[src/rtl/tcb_score_argmax.sv]
// tcb_score_argmax: captures N_CLASS signed scores and serially finds the max-score class
module tcb_score_argmax #(
    parameter int N_CLASS    = 10,
    parameter int DATA_WIDTH = 29,
    parameter int IDX_WIDTH  = 4
) (
    input  logic                          clk,
    input  logic                          rst,
    input  logic                          in_valid,
    output logic                          in_ready,
    input  logic [DATA_WIDTH*N_CLASS-1:0] scores,
    output logic                          out_valid,
    input  logic                          out_ready,
    output logic [IDX_WIDTH-1:0]          class_idx,
    output logic [DATA_WIDTH-1:0]         class_score,
    output logic                          busy,
    output logic                          overrun
);
    typedef enum logic [1:0] {IDLE, SCAN, DONE} state_t;
    localparam logic [IDX_WIDTH-1:0] LAST = IDX_WIDTH'(N_CLASS - 1);
    state_t                        state_q, state_d;
    logic [DATA_WIDTH-1:0]         sc_q [N_CLASS];
    logic [DATA_WIDTH-1:0]         sc_d [N_CLASS];
    logic [IDX_WIDTH-1:0]          cnt_q, cnt_d, best_idx_q, best_idx_d, class_idx_q, class_idx_d;
    logic signed [DATA_WIDTH-1:0]  best_q, best_d, class_score_q, class_score_d, cand;
    logic                          out_valid_q, out_valid_d, overrun_q, overrun_d, take;
    assign in_ready    = (state_q == IDLE);
    assign busy        = !in_ready;
    assign out_valid   = out_valid_q;
    assign class_idx   = class_idx_q;
    assign class_score = class_score_q;
    assign overrun     = overrun_q;
    // Next-state: capture in IDLE, one strict-greater compare per SCAN cycle, hold result in DONE
    always_comb begin
        state_d       = state_q;
        sc_d          = sc_q;
        cnt_d         = cnt_q;
        best_d        = best_q;
        best_idx_d    = best_idx_q;
        class_idx_d   = class_idx_q;
        class_score_d = class_score_q;
        out_valid_d   = out_valid_q;
        overrun_d     = overrun_q | (in_valid && state_q != IDLE);
        cand          = $signed(sc_q[cnt_q]);
        take          = cand > best_q;
        case (state_q)
            IDLE: if (in_valid) begin
                for (int i = 0; i < N_CLASS; i++) sc_d[i] = scores[i*DATA_WIDTH +: DATA_WIDTH];
                best_d     = $signed(scores[DATA_WIDTH-1:0]);
                best_idx_d = '0;
                cnt_d      = IDX_WIDTH'(1);
                state_d    = SCAN;
            end
            SCAN: begin
                best_d     = take ? cand : best_q;
                best_idx_d = take ? cnt_q : best_idx_q;
                cnt_d      = cnt_q + IDX_WIDTH'(1);
                if (cnt_q == LAST) begin
                    state_d       = DONE;
                    out_valid_d   = 1'b1;
                    class_idx_d   = take ? cnt_q : best_idx_q;
                    class_score_d = take ? cand : best_q;
                end
            end
            DONE: if (out_ready) begin
                out_valid_d = 1'b0;
                state_d     = IDLE;
            end
            default: state_d = IDLE;
        endcase
    end
    // State and datapath registers, all cleared by reset
    always_ff @(posedge clk) begin
        if (rst) begin
            state_q       <= IDLE;
            sc_q          <= '{default: '0};
            cnt_q         <= '0;
            best_q        <= '0;
            best_idx_q    <= '0;
            class_idx_q   <= '0;
            class_score_q <= '0;
            out_valid_q   <= 1'b0;
            overrun_q     <= 1'b0;
        end else begin
            state_q       <= state_d;
            sc_q          <= sc_d;
            cnt_q         <= cnt_d;
            best_q        <= best_d;
            best_idx_q    <= best_idx_d;
            class_idx_q   <= class_idx_d;
            class_score_q <= class_score_d;
            out_valid_q   <= out_valid_d;
            overrun_q     <= overrun_d;
        end
    end
endmodule

[config.mk]
export PLATFORM = sky130hd
export DESIGN_NAME = tcb_score_argmax
export DESIGN_NICKNAME = d
export VERILOG_FILES = /design/src/rtl/tcb_score_argmax.sv
export SDC_FILE = /design/constraint.sdc
export NUM_CORES = 1
export LEC_CHECK = 0
export ABC_AREA = 1
export CORE_ASPECT_RATIO = 1.75
export CORE_MARGIN = 2
export CORE_UTILIZATION = 57
export CTS_BUF_LIST = sky130_fd_sc_hd__clkbuf_16
export DETAILED_ROUTE_END_ITERATION = 6
export HOLD_SLACK_MARGIN = 0.08
export PLACE_DENSITY_LB_ADDON = 0.05
export REMOVE_ABC_BUFFERS = 1
export SKIP_LAST_GASP = 1
export SLEW_MARGIN = 20
export SYNTH_ARGS = -nofsm -noshare
export SYNTH_HDL_FRONTEND = slang
export SYNTH_SLANG_ARGS = --single-unit
[constraint.sdc]
create_clock -name clk -period 6.8 [get_ports clk]
set_input_delay 1.02 -clock clk [delete_from_list [all_inputs] [get_ports clk]]
set_output_delay 1.02 -clock clk [all_outputs]
set_load 0.02 [all_outputs]
Word level (Yosys, flattened, before mapping) --
Cells that the tools add are included.
Storage, ports and cells: register bits after elaboration 364, bits of input ports 294
Operators by class: equality and inequality tests 6, multiplexer cells 18, $add $sub $neg 1, reductions and logical operators 11, order comparisons 2, bitwise logic cells 2
Operator list (count):
- 29-bit binary-select mux with 4-bit select | 1
- 29-bit two-way mux | 4
- 29-bit one-hot mux with 2 select lines | 1
- 29-bit > comparator | 1
- 4-bit one-hot mux with 2 select lines | 2
- 4-bit two-way mux | 3
- 2-bit two-way mux | 3
- 2-bit inequality test (second input constant) | 3
- 2-bit one-hot mux with 3 select lines | 1
- 2-bit AND reduction | 3
- 3-bit AND reduction | 2
- 2-bit nonzero test | 3
- 5-bit >= comparator (second input constant) | 1
- 4-bit NOT with 5-bit output | 1
- 4-bit by 1-bit adder with 4-bit output (second input constant) | 1
- 4-bit equality test (second input constant) | 1
- 2-bit by 1-bit equality test with 1-bit output (second input constant) | 1
- 2-bit equality test (second input constant) | 1
- 2-bit zero test | 1
- 1-bit two-way mux | 2
- 1-bit one-hot mux with 2 select lines | 1
- 1-bit logical AND | 1
- 1-bit zero test | 1
- 1-bit OR | 1

Longest topological paths before layout --
depth after elaboration 7, mapped depth 25

Least setup slack after synthesis --
OpenSTA, ideal clock, no wires.
path type register -> register, start register cnt_q[0], end register class_idx_q[2] (netlist: class_idx[2]), stages on the path, launching flop included 26, arrival time 2640 ps, required time 6691 ps, period minus slack after synthesis 2749 ps, setup slack 4051 ps, cell sequence dfxtp_1 buf_4 buf_4 buf_4 buf_4 nand2_1 nand2_1 nand2_1 nand2_1 ha_1 nand2_1 nor2_2 nand2_1 nor2_1 nand2_1 nand2_1 nand2_1 nand2_1 nand2_1 nand2_4 buf_12 nand3_2 nand2_1 nand2_1 nand2_1 inv_1
Between the ends: longest elaborated chain between the ends 6, elaborated cells on any way between the ends 8, classes of those cells 1 x order compare; 1 x eq/ne; 4 x mux; 1 x bitwise; 1 x reduce/logical
Ends and longest elaborated chain:
- from (decl) | line 24 | logic [IDX_WIDTH-1:0] cnt_q, cnt_d, best_idx_q, best_idx_d, class_idx_q, class_idx_d;
- from (signal assigned) | line 87 | cnt_q <= cnt_d;
- 4-bit NOT with 5-bit output (implied by the code) | line 44 | cand = $signed(sc_q[cnt_q]);
- 29-bit binary-select mux with 4-bit select | line 44
- 29-bit two-way mux (implied by the code) (2 in a row) | line 44
- 29-bit > comparator | line 45 | take = cand > best_q;
- 4-bit two-way mux | line 61 | class_idx_d = take ? cnt_q : best_idx_q;
- to (signal assigned) | line 90 | class_idx_q <= class_idx_d;
- to (decl) | line 24
Several ways; a longest one is shown, not always the timed one. The select of a mux whose other input is x is not followed. A chain may end at the register's enable or synchronous reset.

Final worst setup path --
start register cnt_q[1], end register class_score_q[28] (netlist: class_score[28])
Between the ends: longest elaborated chain between the ends 6, elaborated cells on any way between the ends 8, classes of those cells 1 x order compare; 1 x eq/ne; 4 x mux; 1 x bitwise; 1 x reduce/logical
Ends and longest elaborated chain:
- 4-bit NOT with 5-bit output (implied by the code) | line 44
- 29-bit binary-select mux with 4-bit select | line 44
- 29-bit two-way mux (implied by the code) (2 in a row) | line 44
- 29-bit > comparator | line 45
- 29-bit two-way mux | line 62 | class_score_d = take ? cand : best_q;
- to (signal assigned) | line 91 | class_score_q <= class_score_d;
- to (decl) | line 25 | logic signed [DATA_WIDTH-1:0] best_q, best_d, class_score_q, class_score_d, cand;
Several ways; a longest one is shown, not always the timed one. The select of a mux whose other input is x is not followed.

==> reports/qor.yml <==
power:
  p_int_mw: 3.924
  sw_frac_of_total: 0.3165
  combPwrFrac: 0.248
  ir_worst_vdd_mv: 0.2373
  power.density_nw_per_um2: 267.1
  p_clk_frac: 0.341
  pwr-share-seq: 0.411
  p_sw_mw: 1.817
  power.leakage_nw: 8.902
  fin_total_pwr_mw: 5.742
setup_path:
  crit_arrival_ns: 4.94
  critPathRequiredTime_ns: 7.23
  worstSetupEndpointType: "flip-flop"
  worstPathMaxFanout: 80
  critical_path_class: "reg2reg"
  startpoint_type: "flip-flop"
die:
  rows: 84
  die_x_um: 135.8
  start_util: 0.5787
  core-area_um2: 29950
  ios: 331
  die_area_um2: 31880
  die_h_um: 234.7
clock_tree:
  cts_setup_buffers: 0
  clk_latency_ns: 0.54
  cts_buffers: 35
  cts_buffer_depth: 3
  clk_pin_slew_worst_paths_ns: 0.07
  cts-root-buf: "clkbuf_16"
  cts.hold.buffers_added: 0
  post_cts_resized: 0
  cts_tree: "built"
  h-tree-depth: 2
  cts_sinks: 364
synthesis:
  yosysTopAreaCell: "dfxtp_1"
  seq_area_frac_synth: 0.4204
  syn-cell-area_um2: 17340
  synth.area.top_cells: "dfxtp_1 (42%), nand2_1 (20%), a21oi_1 (9.7%)"
  syn_avg_cell_area_um2: 6.753
  yosysTopAreaCellShare: 0.4204
  ys_seq_elements: 364
  synthCells: 2567
  synth_cell_types: 40
  ys_warn_count: 0
sta:
  finalWorstSetupSlack_ns: 2.294
  finalHoldViolations: 0
  slew_violations: 0
  max_slew.worst_pin.slew_ns: 1.076
  relSlewSlack: 0.2829
  finalClockSkew_ns: 0.02116
  holdWs_ns: 0.4610
  setup_viol: 0
  finalCritPeriodShare: 0.6626
  setup_tns_ns: 0
  fin_crit_ns: 4.506
  rsz0062_at_grt: "no"
  fmax_mhz: 221.9
layout:
  drive_gt1_frac: 0.05625
  n_antenna_cell: 0
  finalNetCount: 3089
  multi_input_area_um2: 8561
  layout.area.seq_um2: 7296
  area_delta_synth_final_pct: 24.02
  fillers: 2642
worst_hold_path:
  hold_path.class: "reg2reg"
global_route:
  track_usage: 0.3016
  grt_pass1_vias: 16290
  grt-ovfl-total: 0
  antenna_found_initial: 0
  grt_max_degree: 197
  grt_pass1_wl_um: 78350
place:
  io_buffers: 330
  gp_congestion: 0.8303
  place_ws_ns: 2.327
  post-dp-hpwl_um: 31850
run_status:
  status: "completed"
detailed_routing:
  first_pass_iters: 7
  wire_per_inst_um: 15.69
  ant_nets: 0
  drc_errors: 0
  drt-initial-drc-count: 1285
  via_count: 17160
  routed_via_density: 5.398
  wl_um: 49870
run:
  maxCapViolCount: 0
power by group through the flow:
stage	Clock [mW]	Sequential, mW	Combinational (mW)
2_1_floorplan	0	2.39	0.923
3_3_place_gp	0	2.40	1.37
3_5_place_dp	0	2.40	1.40
4_1_cts	1.98	2.36	1.41
5_1_grt	2.06	2.37	1.59
6_report	1.96	2.36	1.42
synthesized netlist by cell type:
cell type,n
a2111oi_0,1
a211oi_1,1
a21o_1,1
a21o_2,1
a21oi_1,336
a21oi_2,1
a221oi_1,1
and3_2,1
buf_1,11
buf_12,3
buf_2,50
buf_4,8
buf_6,8
buf_8,1
clkbuf_1,98
clkbuf_2,1
clkbuf_8,3
dfxtp_1,364
dlygate4sd1_1,3
ha_1,31
inv_1,128
inv_2,23
nand2_1,901
nand2_2,14
nand2_4,1
nand3_1,73
nand3_2,31
nand3_4,1
nand3b_1,1
nand4_1,2
nand4_2,1
nor2_1,254
nor2_2,1
nor2_4,2
nor3_1,2
nor3_2,2
nor4_1,1
o211ai_1,58
o21ai_0,146
or2_2,1
layer usage:
layer  track usage  part of all wire
met1        0.3408              0.39
met2        0.5601              0.52
met3       0.03409             0.053
met4        0.1297             0.039
met5             0                 0
cells by family (layout without fill, tap and decap cells):
kind of cell	Yosys count	count (layout)	synth area share
simple gates	1289	1289	0.3022
compound gates	546	546	0.1672
fa+ha+maj	31	31	0.02237
flops	364	364	0.4204
buf+inv	337	561	0.08791
placed cells by master, fill, tap and decap left out, types with 3 or more instances in the layout:
cell type	synthesis	routed
nand2_1	901	900
inv_2	23	24
o21ai_0	146	146
o211ai_1	58	58
clkinv_1	0	4
buf_4	8	14
inv_6	0	3
a21oi_1	336	336
nand2_2	14	14
clkdlybuf4s50_1	0	329
inv_1	128	135
nor3_2	2	3
nand3_1	73	73
clkbuf_16	0	36
dfxtp_1	364	361
nor2_1	254	252
ha_1	31	31
bufinv_16	0	4
clkinv_2	0	6
nor2_4	2	4
nand3_2	31	31
worst max-delay path, cell delays in order (launching register included):
cell and delay, ns:
dfxtp_4 0.93, buf_4 0.55, nor2_1 0.09, o21ai_0 0.10, o211ai_1 0.11, nand3_1 0.13, nand2_1 0.16, ha_1 0.34
nand2_1 0.08, nor2_2 0.28, nand2_1 0.14, nor2_1 0.11, nand2_1 0.06, nand2_1 0.07, nand2_1 0.08, nand2_1 0.09
nand2_1 0.10, nand2_4 0.45, nand3_1 0.19, nand2_1 0.12, nand2_1 0.06, nand2_1 0.08, inv_1 0.04
path summary, 6_finish.rpt:
kind | cells after the start | slack (ns) | endpoint | startpoint
hold / removal | 2 | 0.46 | sc_q[253] | sc_q[253]
hold reg to reg | 2 | 0.46 | sc_q[253] | sc_q[253]
setup / recovery | 22 | 2.29 | class_score[28] | cnt_q[1]
setup reg to reg | 22 | 2.29 | class_score[28] | cnt_q[1]
area by class of cell:
cell class | instances | area share
clock buffers | 36 | 0.04190
clock inverters | 28 | 0.01100
inverters | 151 | 0.02683
multi-input cells | 1866 | 0.3982
flip-flops and latches | 364 | 0.3393
well taps | 387 | 0.02252
repair buffers | 346 | 0.1602
metrics by stage:
stage / util / area (um2) / instances
global placement: 0.6797 / 20360 / 3114
floorplan: - / 16380 / 2381
CTS: 0.7176 / 21500 / 3178
detailed placement: 0.6797 / 20360 / 3114
global route: 0.7178 / 21500 / 3178
finish: 0.7178 / 21500 / 3178
registers in the layout, indices dropped and copies added, names as in the netlist:
register and count:
best_idx_q 4, best_q 29, class_idx 4, class_score 29
cnt_q 4, out_valid 1, overrun 1, sc_q 290
state_q 2
No activity file was read; power rests on OpenSTA's default activity.
